<file path="src/rtl/fifo_pkg.sv">
// Shared helpers for the fifo_sync_flags FIFO.
// - fifo_depth():     number of entries for a given pointer width
// - fifo_cnt_width(): width of an occupancy counter able to hold 0..depth
// - fifo_status_t:    grouped registered status flags
package fifo_pkg;

    function automatic int unsigned fifo_depth(input int unsigned addr_width);
        return 32'd1 << addr_width;
    endfunction

    // One extra bit so the counter can represent a completely full FIFO.
    function automatic int unsigned fifo_cnt_width(input int unsigned addr_width);
        return addr_width + 32'd1;
    endfunction

    localparam int unsigned DefaultAddrWidth = 2;
    localparam int unsigned DefaultCntWidth  = fifo_cnt_width(DefaultAddrWidth);

    typedef struct packed {
        logic full;
        logic empty;
        logic almost_full;
        logic almost_empty;
    } fifo_status_t;

endpackage

</file>
<file path="src/rtl/fifo_mem.sv">
// Storage array for fifo_sync_flags: DEPTH x DATA_WIDTH registers with one
// synchronous write port and one combinational (show-ahead) read port.
// Ports:
//   clk_i    write clock
//   we_i     write enable
//   waddr_i  write address
//   wdata_i  write data
//   raddr_i  read address
//   rdata_o  read data, combinational from raddr_i
// The array has no reset: contents are don't-care until written.
module fifo_mem
    import fifo_pkg::*;
#(
    parameter int unsigned DATA_WIDTH = 8,
    parameter int unsigned ADDR_WIDTH = 2
) (
    input  logic                  clk_i,
    input  logic                  we_i,
    input  logic [ADDR_WIDTH-1:0] waddr_i,
    input  logic [DATA_WIDTH-1:0] wdata_i,
    input  logic [ADDR_WIDTH-1:0] raddr_i,
    output logic [DATA_WIDTH-1:0] rdata_o
);

    localparam int unsigned Depth = fifo_depth(ADDR_WIDTH);

    logic [DATA_WIDTH-1:0] mem_q [Depth];

    always_ff @(posedge clk_i) begin
        if (we_i) begin
            mem_q[waddr_i] <= wdata_i;
        end
    end

    assign rdata_o = mem_q[raddr_i];

endmodule

</file>
<file path="src/rtl/fifo_sync_flags.sv">
// Synchronous single-clock show-ahead FIFO with occupancy count, programmable
// almost-full / almost-empty thresholds and synchronous flush.
// Ports:
//   clk, reset_n          clock, asynchronous active-low reset
//   wr, rd, flush         write, pop and synchronous clear requests
//   w_data                write data
//   af_thresh, ae_thresh  almost-full / almost-empty thresholds (0..2*DEPTH-1)
//   r_data                head word, valid while empty is low
//   full, empty           count == DEPTH / count == 0
//   almost_full           count >= af_thresh
//   almost_empty          count <= ae_thresh
//   count                 occupancy, 0..DEPTH
// Optional: define FIFO_ERR_FLAGS_EN to add sticky overflow/underflow outputs.
module fifo_sync_flags
    import fifo_pkg::*;
#(
    parameter int unsigned DATA_WIDTH = 8,
    parameter int unsigned ADDR_WIDTH = 2
) (
    input  logic                  clk,
    input  logic                  reset_n,
    input  logic                  wr,
    input  logic                  rd,
    input  logic                  flush,
    input  logic [DATA_WIDTH-1:0] w_data,
    input  logic [ADDR_WIDTH:0]   af_thresh,
    input  logic [ADDR_WIDTH:0]   ae_thresh,
    output logic [DATA_WIDTH-1:0] r_data,
    output logic                  full,
    output logic                  empty,
    output logic                  almost_full,
    output logic                  almost_empty,
    output logic [ADDR_WIDTH:0]   count
`ifdef FIFO_ERR_FLAGS_EN
    ,
    output logic                  overflow,
    output logic                  underflow
`endif
);

    localparam int unsigned Depth    = fifo_depth(ADDR_WIDTH);
    localparam int unsigned CntWidth = fifo_cnt_width(ADDR_WIDTH);
    localparam logic [CntWidth-1:0] DepthCnt = CntWidth'(Depth);

    logic [ADDR_WIDTH-1:0] wr_ptr_q, wr_ptr_d;
    logic [ADDR_WIDTH-1:0] rd_ptr_q, rd_ptr_d;
    logic [CntWidth-1:0]   count_q, count_d;
    fifo_status_t          status;
    logic                  wr_acc, rd_acc, mem_we;

    // Flags come from registered state only, never from rd/wr.
    always_comb begin
        status.full         = (count_q == DepthCnt);
        status.empty        = (count_q == '0);
        status.almost_full  = (count_q >= af_thresh);
        status.almost_empty = (count_q <= ae_thresh);
    end

    // A full FIFO still takes a write when the same edge pops the head.
    assign wr_acc = wr & (~status.full | rd);
    assign rd_acc = rd & ~status.empty;
    assign mem_we = wr_acc & ~flush;

    always_comb begin
        wr_ptr_d = wr_ptr_q;
        rd_ptr_d = rd_ptr_q;
        count_d  = count_q;
        if (flush) begin
            wr_ptr_d = '0;
            rd_ptr_d = '0;
            count_d  = '0;
        end else begin
            if (wr_acc) begin
                wr_ptr_d = wr_ptr_q + 1'b1;
            end
            if (rd_acc) begin
                rd_ptr_d = rd_ptr_q + 1'b1;
            end
            unique case ({wr_acc, rd_acc})
                2'b10:   count_d = count_q + 1'b1;
                2'b01:   count_d = count_q - 1'b1;
                default: count_d = count_q;
            endcase
        end
    end

    always_ff @(posedge clk or negedge reset_n) begin
        if (!reset_n) begin
            wr_ptr_q <= '0;
            rd_ptr_q <= '0;
            count_q  <= '0;
        end else begin
            wr_ptr_q <= wr_ptr_d;
            rd_ptr_q <= rd_ptr_d;
            count_q  <= count_d;
        end
    end

    fifo_mem #(
        .DATA_WIDTH (DATA_WIDTH),
        .ADDR_WIDTH (ADDR_WIDTH)
    ) u_mem (
        .clk_i   (clk),
        .we_i    (mem_we),
        .waddr_i (wr_ptr_q),
        .wdata_i (w_data),
        .raddr_i (rd_ptr_q),
        .rdata_o (r_data)
    );

    assign full         = status.full;
    assign empty        = status.empty;
    assign almost_full  = status.almost_full;
    assign almost_empty = status.almost_empty;
    assign count        = count_q;

`ifdef FIFO_ERR_FLAGS_EN
    logic overflow_q, overflow_d;
    logic underflow_q, underflow_d;

    // Sticky error flags; flush beats a same-cycle set.
    always_comb begin
        overflow_d  = overflow_q | (wr & status.full & ~rd);
        underflow_d = underflow_q | (rd & status.empty & ~wr);
        if (flush) begin
            overflow_d  = 1'b0;
            underflow_d = 1'b0;
        end
    end

    always_ff @(posedge clk or negedge reset_n) begin
        if (!reset_n) begin
            overflow_q  <= 1'b0;
            underflow_q <= 1'b0;
        end else begin
            overflow_q  <= overflow_d;
            underflow_q <= underflow_d;
        end
    end

    assign overflow  = overflow_q;
    assign underflow = underflow_q;
`endif

endmodule

</file>
<file path="config.mk">
export PLATFORM = sky130hd
export DESIGN_NAME = fifo_sync_flags
export DESIGN_NICKNAME = d
export VERILOG_FILES = /design/src/rtl/fifo_pkg.sv /design/src/rtl/fifo_mem.sv /design/src/rtl/fifo_sync_flags.sv
export SDC_FILE = /design/constraint.sdc
export NUM_CORES = 1
export LEC_CHECK = 0
export BUFFER_PORTS_ARGS = -buffer_cell sky130_fd_sc_hd__clkbuf_2
export CAP_MARGIN = 20
export CORE_ASPECT_RATIO = 1.75
export CORE_MARGIN = 2
export CORE_UTILIZATION = 40
export CTS_BUF_LIST = sky130_fd_sc_hd__clkbuf_16
export CTS_CLUSTER_DIAMETER = 50
export DETAILED_ROUTE_END_ITERATION = 16
export PLACE_DENSITY = 0.7
export SLEW_MARGIN = 20
export SYNTH_ARGS = -nofsm -noshare
export SYNTH_HDL_FRONTEND = slang
export SYNTH_SLANG_ARGS = --single-unit
</file>
<file path="constraint.sdc">
create_clock -name clk -period 4.9 [get_ports clk]
set_input_delay 0.49 -clock clk [delete_from_list [all_inputs] [get_ports clk]]
set_output_delay 0.49 -clock clk [all_outputs]
set_load 0.02 [all_outputs]
</file>
After elaboration in Yosys (flattened, before gate mapping)
Memories as Yosys holds them, arrays and structs flattened.
Cells that the tools add are included.
- register bits: 7
- memory bits (writable): 32
- input port bits: 19
- output and inout bits: 15
- word-level logic and storage cells: 32
- memories kept: 1
- add/subtract/negate cells: 4
- order comparisons: 2
- eq/ne operators: 3
- mux-type cells: 8
- bitwise logic cells: 7
- reductions and logical operators: 4
- memories (memory ; depth ; width ; read ports ; clocked after memory_dff ; wr ports ; RTL line ; text):
    u_mem.mem_q ; 4 ; 8 ; 1 ; 0 ; 1 ; fifo_mem.sv:27 ; logic [DATA_WIDTH-1:0] mem_q [Depth];
- operators with widths (cell ; count):
    2-to-1 mux 2 bit ; 4
    one-hot mux 3 bit (2 select lines) ; 1
    adder 2 x 1 -> 2 bit, second input constant ; 2
    nonzero test 2 bit ; 2
    adder 3 x 1 -> 3 bit, second input constant ; 1
    AND 1 bit ; 3
    equality test 3 bit, second input constant ; 1
    >= comparator 3 bit ; 1
    less-or-equal comparator 3 bit ; 1
    zero test 3 bit ; 1
    2-to-1 mux 3 bit ; 1
    inverter 1 bit ; 3
    nonzero test 3 bit ; 1
    subtractor 3 x 1 -> 3 bit, second input constant ; 1
    equality test 2 x 1 -> 1 bit, second input constant ; 1
    equality test 2 bit, second input constant ; 1
    2-to-1 mux 1 bit ; 2
    bitwise OR 1 bit ; 1

Longest topological paths before layout
Gate-level depths: netlist of run 1.
- word-level depth: 7
- mapped depth: 7

Hierarchy
Synthesis of run 1 repeated with hierarchy kept, for this count alone.
- cell total of the unflattened synthesis: 118
- area, all modules: 1834.3 um^2
- by module, submodules not included (module ; times used ; cells each ; area each (um^2)):
    fifo_mem ; 1 ; 46 ; 1188.6
    fifo_sync_flags ; 1 ; 72 ; 645.6

Worst setup path before layout of run 1
No wires, ideal clock.
- kind: register -> register
- from: reg count_q[2], in the netlist count[2]
- to: reg count_q[2], in the netlist count[2]
- library setup time: 0.082 ns
- data arrival time: 2.445 ns
- required time: 4.818 ns
- setup slack: 2.373 ns
- stages on the path, launching flop included: 7
- clock period less this slack: 2.527 ns
- cells stage by stage: dfrtp_1 buf_2 nor3_1 nor2_1 fa_1 or4_1 a31oi_1
- RTL lines (item ; RTL line ; text):
    from (decl) ; fifo_sync_flags.sv:47 ; logic [CntWidth-1:0] count_q, count_d;
    from (signal assigned) ; fifo_sync_flags.sv:95 ; count_q <= count_d;
    zero test 3 bit (*) ; fifo_sync_flags.sv:54 ; status.empty = (count_q == '0);
    named net empty ; fifo_sync_flags.sv:30 ; output logic empty,
    inverter 1 bit (*) ; fifo_sync_flags.sv:61 ; assign rd_acc = rd & ~status.empty;
    AND 1 bit (*) ; fifo_sync_flags.sv:61 ;
    equality test 2 x 1 -> 1 bit or equality test 2 bit (tied branches) ; fifo_sync_flags.sv:79 ; unique case ({wr_acc, rd_acc})
    one-hot mux 3 bit (2 select lines) ; fifo_sync_flags.sv:79 ;
    2-to-1 mux 3 bit ; fifo_sync_flags.sv:68 ; if (flush) begin
Mark *: on every way through the listed nets, which the timed path passes. The rest lies on a longest branch.
A chain may end at the register's enable or synchronous reset.

Worst setup path in the final report of run 1
- from: reg count_q[0], in the netlist count[0]
- to: out almost_full
- cells in the longest elaborated chain, start to end: 1
- RTL lines (item ; RTL line ; text):
    >= comparator 3 bit ; fifo_sync_flags.sv:55 ; status.almost_full = (count_q >= af_thresh);
    to (decl) ; fifo_sync_flags.sv:31 ; output logic almost_full,
No other way between the ends.

==> flow_metrics.tcl, run 1 <==
set metrics [dict create \
    ctsHtreeMaxLevel 2 \
    fp-row-count 33 \
    cts_tree "done" \
    path_class "flop to output port" \
    async_flop_share_pct 17.9 \
    grt_pass1_wl_mm 5.60 \
    ioPinCount 34 \
    syn_area_mm2 0.00188 \
    fmax_ghz 0.405 \
    vdd_ir_drop_max_v 0.000247 \
    fin_crit_ns 2.47 \
    drt_iter0_markers 28 \
    cp-end-kind "output port" \
    clkTransAtPathRegs_ns 0.05 \
    synth-seq-cells 39 \
    synth_commonest_cells "edfxtp_1, ha_1, inv_1" \
    synth_seq_area_share_pct 60.3 \
    io_buffer_count 33 \
    antenna_left 0 \
    start_kind "flop" \
    synth_most_common_cell "edfxtp_1" \
    power_uw 905 \
    yosys_warnings 0 \
    gp_congestion 0.767 \
    cts_root_buf "clkbuf_16" \
    cts_hold_buf 0 \
    reg2reg_slack_ns 2.71 \
    finalSetupViolCount 0 \
    final.fill_count 417 \
    rr_worst_depth 5 \
    final_hold_viol_count 0 \
    rsz0062_at_grt "no" \
    synthFlopType "edfxtp_1" \
    numCtsBuffers 5 \
    postCtsSetupBuffers 0 \
    drt-total-wl_mm 3.31 \
    cts_resized 0 \
    hpwl_mm 2.54 \
    status "complete, no violations" \
    worstSkewPairLatency_ns 0.28 \
    ys_types 40 \
    remaining_drc_errors 0 \
    worst_slew_pin_slew_ns 0.565 \
    design_area_mm2 0.00222 \
    drive_above_1_share_pct 34.6 \
    clk_path_buf_depth 2 \
    synth_cells 123 \
    post-route-period-util_pct 50.4 \
    die_x_um 55.9 \
    vias 1111 \
    power.density_mw_per_mm2 407 \
    grt_max_degree 15 \
    die_y_um 94.8 \
    crit_required_ns 4.41 \
    fp.dieArea_mm2 0.00530 \
    worst_ep_arrival_time_ns 1.98 \
    coreArea_mm2 0.00462 \
    finalClockSkew_ns 0.00645 \
    path_max_fanout 10 \
    register_area_mm2 0.00114 \
    finalSetupTns_ns 0 \
    area_growth_syn_to_layout_pct 18.0 \
    grt_antenna_before_repair 0 \
    start_util_pct 40.7 \
    grtUsageTotal_pct 14.0 \
    viasPerCell 5.34 \
    final_util_pct 48.1 \
    synth_nets 153 \
    drt_pass1_iterations 4 \
    hold_path_class "input pin to asynchronous set/reset pin" \
    multi_input_area_um2 656 \
    drv_cap 0 \
    grt.overflow.total 0 \
    slew_viol_final 0 \
    yosys-top-cells-area "edfxtp_1, mux4_2, dfrtp_1" \
    synth_top_area_cell "edfxtp_1" \
    cts_sinks 39 \
    fin_nets 185 \
    synth_edf_count 32 \
    num_antenna_cells 0 \
    leakage_uw 0.000899 \
    grt_pass1_vias 1251 \
    netlist.area_leader.share_pct 51.0 \
    relSlewSlack_pct 62.3 \
    avgSynthCellArea_um2 15.3 \
    placed_area_mm2 0.00206 \
    avgRoutedWirePerCell_um 15.9 \
]
where the power goes:
group          leakage, uW  total [uW]  switching (uW)  internal, uW
Clock            0.0000812         352             115           237
Sequential        0.000385         401            28.0           373
Combinational     0.000433         152            81.3          70.3
per-layer routing:
metal | vias up | part of all wire, % | track usage [%]
li1 | 520 | - | -
met1 | 550 | 35 | 13.1
met2 | 37 | 59 | 28.6
met3 | 4 | 4.9 | 2.88
met4 | 0 | 1.5 | 5.56
met5 | - | 0 | 0
sequential cells by signal, indices dropped and copies added, names as in the netlist:
name and flops:
rd_ptr_q 2, wr_ptr_q 2, count 3, u_mem.mem_q 32
final cells by class:
type	instances	area share, %
flip-flops and latches	39	51.1
well taps	52	2.93
multi-input cells	66	29.5
repair buffers	33	7.43
clock inverters	3	1.74
inverters	10	1.69
clock buffers	5	5.63
path summary, 6_finish.rpt:
path,from,endpoint
setup / recovery,count[0],almost_full
setup reg to reg,count[1],count[2]
min in group clk,w_data[2],u_mem.mem_q[2][2]
hold reg to reg,wr_ptr_q[1],wr_ptr_q[1]
hold / removal,reset_n,count[0]
max in group asynchronous,reset_n,count[2]
through the flow:
stage / hold WS, ns / setup WS [ns] / cells
after global placement: 0.337 / 2.82 / 200
after CTS: 0.0539 / 2.42 / 208
after detailed placement: 0.343 / 2.72 / 200
after floorplan: 0.194 / 2.37 / 123
after global routing: 0.0592 / 2.27 / 208
final: 0.0525 / 2.43 / 208
placed cells by master (no fill, tap or decap), types with 2 or more instances in the layout:
cell        n
nand3_1     2
xor2_1      3
inv_1      10
a21o_1      2
a21oi_1     3
clkbuf_16   5
o21ai_0     3
and2_1      4
o221ai_1    2
edfxtp_1   32
dfrtp_1     7
nor3_1      2
nor2_1      5
clkbuf_2   33
mux4_2      8
ha_1       10
worst max-delay path: stages (launching register included):
cell and delay [ns]:
dfrtp_1 0.60, inv_1 0.17, ha_1 0.30, nand2b_1 0.15
a21o_1 0.18, a21o_1 0.17, clkbuf_2 0.15
cell families after synthesis:
family                     synth area share (%)
muxes                                      10.2
DFF                                        60.3
adders and majority gates                  7.70
AOI/OAI and AO/OA                          6.64
and+or+nand+nor                            8.43
xor gates and xnor gates                   1.86
buffers and inverters                      4.91
Note: power is estimated with default switching activity, not from simulation.
==> run 2, diff against run 1 <==
- PLACE_DENSITY: 0.7 -> 0.73
- clock period: 4.9 -> 2.1 ns (I/O delays scaled with it)
==> run 2 against run 1 <==
  * Sequential power rose by 130%
  * Design area increased by 4.1%
  * Via count shrank 0.45%
  * Global-route usage decreased by 0.12 points
  * Clock-buffer cell count unchanged
  * Power rose by 140%
  * Core utilization grew 1.9 points
==> flow_metrics.tcl, run 2 (synthesized netlist as in run 1, its figures left out) <==
set metrics [dict create \
    fp.dieArea_mm2 0.00530 \
    hold_path_class "input pin to flop" \
    cts_sinks 39 \
    remaining_drc_errors 0 \
    fmax_ghz 0.513 \
    rr_startpoint "count[1]" \
    grt_antenna_before_repair 0 \
    slew_viol_final 0 \
    path_buf_inv 1 \
    final.fill_count 411 \
    fin_crit_ns 1.95 \
    start_util_pct 40.7 \
    fp-row-count 33 \
    finalSetupTns_ns 0 \
    worst_ep_arrival_time_ns 1.74 \
    drt-total-wl_mm 3.44 \
    die_y_um 94.8 \
    path_max_fanout 7 \
    hp-start "w_data[5]" \
    cts_root_buf "clkbuf_16" \
    ctsHtreeMaxLevel 2 \
    hold_ws_ns 0.155 \
    num_antenna_cells 0 \
    finalSetupViolCount 0 \
    cpMaxStageDelayCell "dfrtp_4" \
    crit_required_ns 1.89 \
    numCtsBuffers 5 \
    drive_above_1_share_pct 41.5 \
    critPathTopFamily "flip-flops" \
    cp-end-kind "output port" \
    finalClockSkew_ns 0.00217 \
    top_register "u_mem.mem_q" \
    worstSkewPairLatency_ns 0.28 \
    start_kind "flop" \
    clkTransAtPathRegs_ns 0.06 \
    clk_path_buf_depth 2 \
    startpoint "count[1]" \
    vdd_ir_drop_max_v 0.000704 \
    drv_cap 0 \
    rsz0062_at_grt "no" \
    gp_congestion 0.708 \
    hpwl_mm 2.49 \
    ioPinCount 34 \
    stdcell_count 216 \
    cts_tree "done" \
    cpPeakStageDelay_ns 0.52 \
    power_uw 2180 \
    grt_pass1_vias 1151 \
    fin_nets 193 \
    path_cells "ha_1 > nor2b_1 > o21a_1 > o21ai_0 > clkbuf_2" \
    most-common-layout-cells "clkbuf_2, edfxtp_1, inv_1, ha_1, mux4_2" \
    grt.overflow.total 0 \
    io_buffer_count 33 \
    grt_pass1_wl_mm 5.51 \
    final_hold_viol_count 0 \
    vias 1106 \
    avgRoutedWirePerCell_um 15.9 \
    grtUsageTotal_pct 13.9 \
    reg.largest.list "u_mem.mem_q (32), count (3)" \
    grt_max_degree 15 \
    power.density_mw_per_mm2 944 \
    drt_pass1_iterations 4 \
    worst_slew_pin_slew_ns 0.502 \
    dp_cells 201 \
    layout_commonest_cell "clkbuf_2" \
    relSlewSlack_pct 66.5 \
    coreArea_mm2 0.00462 \
    post-route-period-util_pct 92.8 \
    area_growth_syn_to_layout_pct 22.8 \
    antenna_left 0 \
    status "complete, no violations" \
    drt_iter0_markers 30 \
    viasPerCell 5.12 \
    leakage_uw 0.000939 \
    path_class "flop to output port" \
    die_x_um 55.9 \
    largest_reg_flops 32 \
]
-- run 2: final timing paths --
check | end | slack [ns] | cells past startpoint
min in group asynchronous | count[0] | 0.30 | 2
min reg2reg | wr_ptr_q[0] | 0.61 | 2
min | u_mem.mem_q[1][5] | 0.15 | 1
max in group asynchronous | count[1] | 1.61 | 2
max reg2reg | count[2] | 0.24 | 5
max | almost_empty | 0.15 | 5
-- run 2: area by class of cell --
type	instances	area (um2)	area share, %
clock buffers	5	125	5.41
clock inverters	3	43.8	1.89
inverters	10	37.5	1.62
multi-input cells	66	672	29.0
flip-flops and latches	39	1140	49.4
well taps	52	65.1	2.81
repair buffers	41	228	9.84
-- run 2: what timing repair did --
item | in CTS | in global routing
endpoints found under the setup margin | 1 | 2
gates cloned | 0 | 0
hold buffers | 1 | 0
hold endpoints to repair | 7 | 0
setup buffers | 0 | 6
gates resized for setup | 1 | 1
-- run 2: power by group --
part	leakage, uW	switching [uW]	internal, uW	total (uW)
sequential	0.000380	48.9	875	923
combinational	0.000475	216	198	414
clock	0.0000838	288	559	847
total	0.000939	552	1630	2180
-- run 2: through the flow --
step / utilization, % / setup WS, ns / area [um2]
final: 50.0 / 0.150 / 2310
after global routing: 50.0 / 0.0389 / 2310
after CTS: 49.0 / 0.0328 / 2270
after detailed placement: 45.1 / 0.169 / 2090
after global placement: 45.1 / 0.244 / 2090
after floorplan: - / 0.101 / 1910
-- run 2: layer usage --
metal | global-route usage [%] | vias to the layer above | routed length [um]
li1 | - | 540 | -
met1 | 15.2 | 534 | 1290
met2 | 25.6 | 26 | 1950
met3 | 3.84 | 6 | 143
met4 | 4.76 | 0 | 53
met5 | 0 | - | 0
